<file path="config.mk">
export PLATFORM = sky130hd
export DESIGN_NAME = semi_auto_cmd_conditioner
export DESIGN_NICKNAME = d
export VERILOG_FILES = /design/src/rtl/semi_auto_cmd_conditioner.sv
export SDC_FILE = /design/constraint.sdc
export NUM_CORES = 1
export LEC_CHECK = 0
export CORE_MARGIN = 2
export CORE_UTILIZATION = 62
export DETAILED_ROUTE_END_ITERATION = 7
export GPL_ROUTABILITY_DRIVEN = 0
export PLACE_DENSITY = 0.8
export SETUP_SLACK_MARGIN = 0.15
export SLEW_MARGIN = 15
export SYNTH_ARGS = -nofsm -noshare
export SYNTH_HDL_FRONTEND = slang
export SYNTH_SLANG_ARGS = --single-unit
</file>
<file path="constraint.sdc">
create_clock -name clk -period 3.2 [get_ports clk]
set_input_delay 0.64 -clock clk [delete_from_list [all_inputs] [get_ports clk]]
set_output_delay 0.64 -clock clk [all_outputs]
set_load 0.03 [all_outputs]
</file>
<file path="src/rtl/semi_auto_cmd_conditioner.sv">
// Button/detector front-end for the semi-auto driving FSM.
// Debounces presses into held one-hot commands; re-times detectors.
module semi_auto_cmd_conditioner #(
  parameter int DEBOUNCE_CYCLES = 1_000_000,
  parameter int HOLD_TIMEOUT    = 2_000_000,
  parameter int CNT_W           = 32
) (
  input  logic       clk,
  input  logic       rst,
  input  logic       btn_go_raw,
  input  logic       btn_left_raw,
  input  logic       btn_right_raw,
  input  logic       front_raw,
  input  logic       back_raw,
  input  logic       left_raw,
  input  logic       right_raw,
  input  logic [1:0] fsm_state,
  output logic       go_straight_command,
  output logic       turn_left_command,
  output logic       turn_right_command,
  output logic       front_detector,
  output logic       back_detector,
  output logic       left_detector,
  output logic       right_detector,
  output logic       cmd_accepted,
  output logic       cmd_dropped
);

  localparam logic [1:0] S_IDLE = 2'd0;
  localparam logic [1:0] S_HOLD = 2'd1;
  localparam logic [1:0] S_WREL = 2'd2;

  localparam logic [CNT_W-1:0] DB_LAST =
    CNT_W'(DEBOUNCE_CYCLES - 1);
  localparam logic [CNT_W-1:0] HOLD_LAST =
    CNT_W'(HOLD_TIMEOUT - 1);
  localparam logic [CNT_W-1:0] ONE = CNT_W'(1);

  logic [6:0]       raw;
  logic [6:0]       s1;
  logic [6:0]       s2;
  logic [2:0]       lvl;
  logic [2:0]       lvl_q;
  logic [2:0]       press;
  logic [CNT_W-1:0] db_cnt [3];
  logic [1:0]       state;
  logic [CNT_W-1:0] hold_cnt;
  logic [2:0]       cmd;

  assign raw = {right_raw, left_raw, back_raw, front_raw,
                btn_right_raw, btn_left_raw, btn_go_raw};

  always_ff @(posedge clk or negedge rst) begin
    if (!rst) begin
      s1 <= '0;
      s2 <= '0;
    end else begin
      s1 <= raw;
      s2 <= s1;
    end
  end

  assign front_detector = s2[3];
  assign back_detector  = s2[4];
  assign left_detector  = s2[5];
  assign right_detector = s2[6];

  always_ff @(posedge clk or negedge rst) begin
    if (!rst) begin
      lvl <= '0;
      for (int b = 0; b < 3; b++) db_cnt[b] <= '0;
    end else begin
      for (int b = 0; b < 3; b++) begin
        if (s2[b] != lvl[b]) begin
          if (db_cnt[b] == DB_LAST) begin
            lvl[b]    <= ~lvl[b];
            db_cnt[b] <= '0;
          end else begin
            db_cnt[b] <= db_cnt[b] + ONE;
          end
        end else begin
          db_cnt[b] <= '0;
        end
      end
    end
  end

  always_ff @(posedge clk or negedge rst) begin
    if (!rst) begin
      lvl_q <= '0;
      press <= '0;
    end else begin
      lvl_q <= lvl;
      press <= lvl & ~lvl_q;
    end
  end

  // Simultaneous presses are ambiguous, so they are discarded.
  always_ff @(posedge clk or negedge rst) begin
    if (!rst) begin
      state        <= S_IDLE;
      hold_cnt     <= '0;
      cmd          <= '0;
      cmd_accepted <= 1'b0;
      cmd_dropped  <= 1'b0;
    end else begin
      cmd_accepted <= 1'b0;
      cmd_dropped  <= 1'b0;
      unique case (state)
        S_IDLE: begin
          if (press != 3'b000) begin
            if ($onehot(press) && fsm_state == 2'b00) begin
              cmd      <= press;
              hold_cnt <= '0;
              state    <= S_HOLD;
            end else begin
              cmd_dropped <= 1'b1;
              state       <= S_WREL;
            end
          end
        end
        S_HOLD: begin
          if (fsm_state != 2'b00) begin
            cmd          <= '0;
            cmd_accepted <= 1'b1;
            state        <= S_WREL;
          end else if (hold_cnt == HOLD_LAST) begin
            cmd         <= '0;
            cmd_dropped <= 1'b1;
            state       <= S_WREL;
          end else begin
            hold_cnt <= hold_cnt + ONE;
          end
        end
        S_WREL: begin
          if (lvl == 3'b000) state <= S_IDLE;
        end
        default: state <= S_IDLE;
      endcase
    end
  end

  assign go_straight_command = cmd[0];
  assign turn_left_command   = cmd[1];
  assign turn_right_command  = cmd[2];

endmodule

</file>
==> impl_metrics.ini <==
[status]
status = complete, no violations

[die]
fp.dieW_um = 117
die_h_um = 117
core_area_mm2 = 0.0126
io_pins = 20
dieArea_mm2 = 0.0137
start_util_pct = 63.0
rows = 41

[job]
drv_cap = 0

[clocking]
htreeDepth = 4
numCtsBuffers = 17
clkLatencyLatePin_ns = 0.42
tritoncts = done
ctsLongestPathBuffers = 2
cts_hold_buf = 0
cts-root-buf = clkbuf_16
cts_setup_buffers = 0
clkTransAtPathRegs_ns = 0.06
cts_resized = 0
cts_num_sinks = 158

[layout]
fin_nets = 837
multi_input_area_mm2 = 0.00370
n_antenna_cell = 0
drive_gt1_share_pct = 8.27
area_growth_pct = 11.2
final_cells = 1006
fillers = 931
seq_area_mm2 = 0.00395
utilization_pct = 70.0

[global_routing]
grt_pass1_vias = 6108
grt_pass1_wl_um = 28300
grt_max_degree = 77
grt_usage_pct = 26.0
overflow = 0
antenna_found_initial = 0

[setup_path]
reg2reg_setup_slack_ns = 0.64
arrival_ns = 2.87
crit_required_ns = 3.51
rr_endpoint = hold_cnt[8]
crit_path_max_fanout = 17
crit_type = flop to flop
r2r_cells = 7
worstSetupEndpointType = flop
worst_setup_path_start_kind = flop
reg2reg_from = hold_cnt[0]

[synth]
synth_edf_count = 0
syn_area_mm2 = 0.00792
ys_top_cells_by_area = dfrtp_1 50%, xnor2_1 5.6%, nor2_1 5.5%
yosysTopAreaCell = dfrtp_1
synth-seq-area-share_pct = 49.9
synth_seq_cells = 158
syn-instance-count = 805
synth_common_cells = 158 x dfrtp_1, 115 x nor2_1, 54 x nand2_1, 51 x nand3_1, 51 x xnor2_1
synth_fp_nets = 821
yosys_warnings = 0
synth_cell_types = 58
yosysTopAreaCellShare_pct = 49.9
synthFlopType = dfrtp_1
ys_async_sr_fraction_pct = 100
yosys.cell_count.top_type = dfrtp_1
synth.avg_cell_area_um2 = 9.84

[sta]
rsz0062_at_grt = false
finalCritPeriodShare_pct = 80.0
fmax_ghz = 0.391
drv_slew = 0
finalHoldViolations = 0
fin_tns_setup_ns = 0
fin_crit_ns = 2.56
tightest_slew_ns = 0.799
slew_headroom_pct = 46.3
setup_viol = 0
clock_skew_ns = 0.00580

[route]
routed_wl_um = 16300
drc = 0
avgRoutedWirePerCell_um = 16.2
drtAntennaViolNets = 0
post_drt_via_cell_ratio = 6.11
vias = 6150
drt_iter0_drc = 554
drtPass1Iterations = 7

[placement]
io_buffers = 19
hpwl_um = 10900
dp_cells = 974

[power]
p_leak_nw = 3.65
peakVddDrop_uv = 383
p_per_area_mw_per_mm2 = 461

[worst_hold_path]
hold_class = primary input to async pin
[final cells by class]
| cell class | count | area share, % |
|---|---|---|
| Inverter | 25 | 1.07 |
| Tap cell | 172 | 2.44 |
| Clock inverter | 12 | 1.24 |
| Clock buffer | 20 | 5.19 |
| Sequential cell | 158 | 44.9 |
| Timing Repair Buffer | 29 | 3.17 |
| Multi-Input combinational cell | 590 | 42.0 |
[metrics by stage]
| stage | setup WS, ns | power [mW] | hold WS (ns) | instance area (um2) |
|---|---|---|---|---|
| after floorplan | 0.980 | 2.11 | 0.331 | 7920 |
| after global placement | 0.555 | 2.17 | 0.334 | 8240 |
| after detailed placement | 0.506 | 2.18 | 0.336 | 8240 |
| after CTS | 0.687 | 4.09 | 0.269 | 8800 |
| after global routing | 0.515 | 4.20 | 0.292 | 8800 |
| final | 0.641 | 4.06 | 0.240 | 8800 |
[cells by family (layout without fill, tap and decap cells)]
family,count (synthesis),after routing,share of synthesized area [%]
and+or+nand+nor,392,392,26.8
AOI/OAI and AO/OA,94,94,7.84
adders and majority gates,5,5,0.885
xor gates and xnor gates,88,88,9.73
muxes,11,11,1.45
DFF,158,158,49.9
buffers and inverters,57,86,3.40
[metal layers]
metal | global-route usage (%) | share of wire (%)
met1 | 34.3 | 44
met3 | 5.82 | 4.3
met2 | 43.2 | 50
met4 | 8.39 | 1.2
met5 | 0 | 0
[power breakdown]
group	switching [mW]	total [mW]	internal, mW	leakage, nW
registers	0.0132	2.03	2.02	2.14
logic	0.0760	0.108	0.0319	1.23
clock network	0.809	1.92	1.11	0.277
[state kept, by name, indices dropped and copies added (netlist names)]
register,flops
hold_cnt,32
cmd_dropped,1
lvl,3
db_cnt,96
press,3
s2,7
state,2
cmd,3
cmd_accepted,1
lvl_q,3
s1,7
[placed cells by master (no fill, tap or decap), types with 3 or more instances in the layout]
cell and n:
nor2_1 115, o21ai_0 19, nand4_1 33, mux2_2 3
nor4_1 27, nor3_2 3, and4_1 15, ha_1 4
or3_1 14, nor4_4 3, nand3_1 51, nor4b_1 5
o31ai_1 4, clkinv_2 4, nor4_2 3, and3_1 14
a22o_1 3, a21o_1 3, a22oi_1 4, inv_1 24
a21oi_1 17, xnor2_1 51, dfrtp_1 158, a31o_2 4
a41oi_1 4, or4_1 9, nor3_1 24, buf_4 9
clkbuf_16 17, mux2i_1 7, and2_1 5, xor2_1 37
nor2b_1 4, clkdlybuf4s50_1 18, nand2_1 54, a31oi_1 22
inv_6 3
[worst max path at each step]
stage,slack [ns],cells after the start,endpoint,from
floorplan,0.98,6,hold_cnt[13],press[0]
global placement,0.55,6,hold_cnt[13],fsm_state[1]
detailed placement,0.51,6,hold_cnt[13],fsm_state[1]
CTS,0.69,7,hold_cnt[8],hold_cnt[0]
global route,0.52,7,hold_cnt[8],hold_cnt[0]
finish,0.64,7,hold_cnt[8],hold_cnt[0]
[worst max-delay path, stage by stage, from the launching register on]
cell and delay (ns):
dfrtp_1 0.40, ha_1 0.26, and4_1 0.26, nand3_1 0.27, o31ai_2 0.56, buf_4 0.35, nor3_1 0.08, a211o_1 0.27
Note: power is estimated with default switching activity, not from simulation.
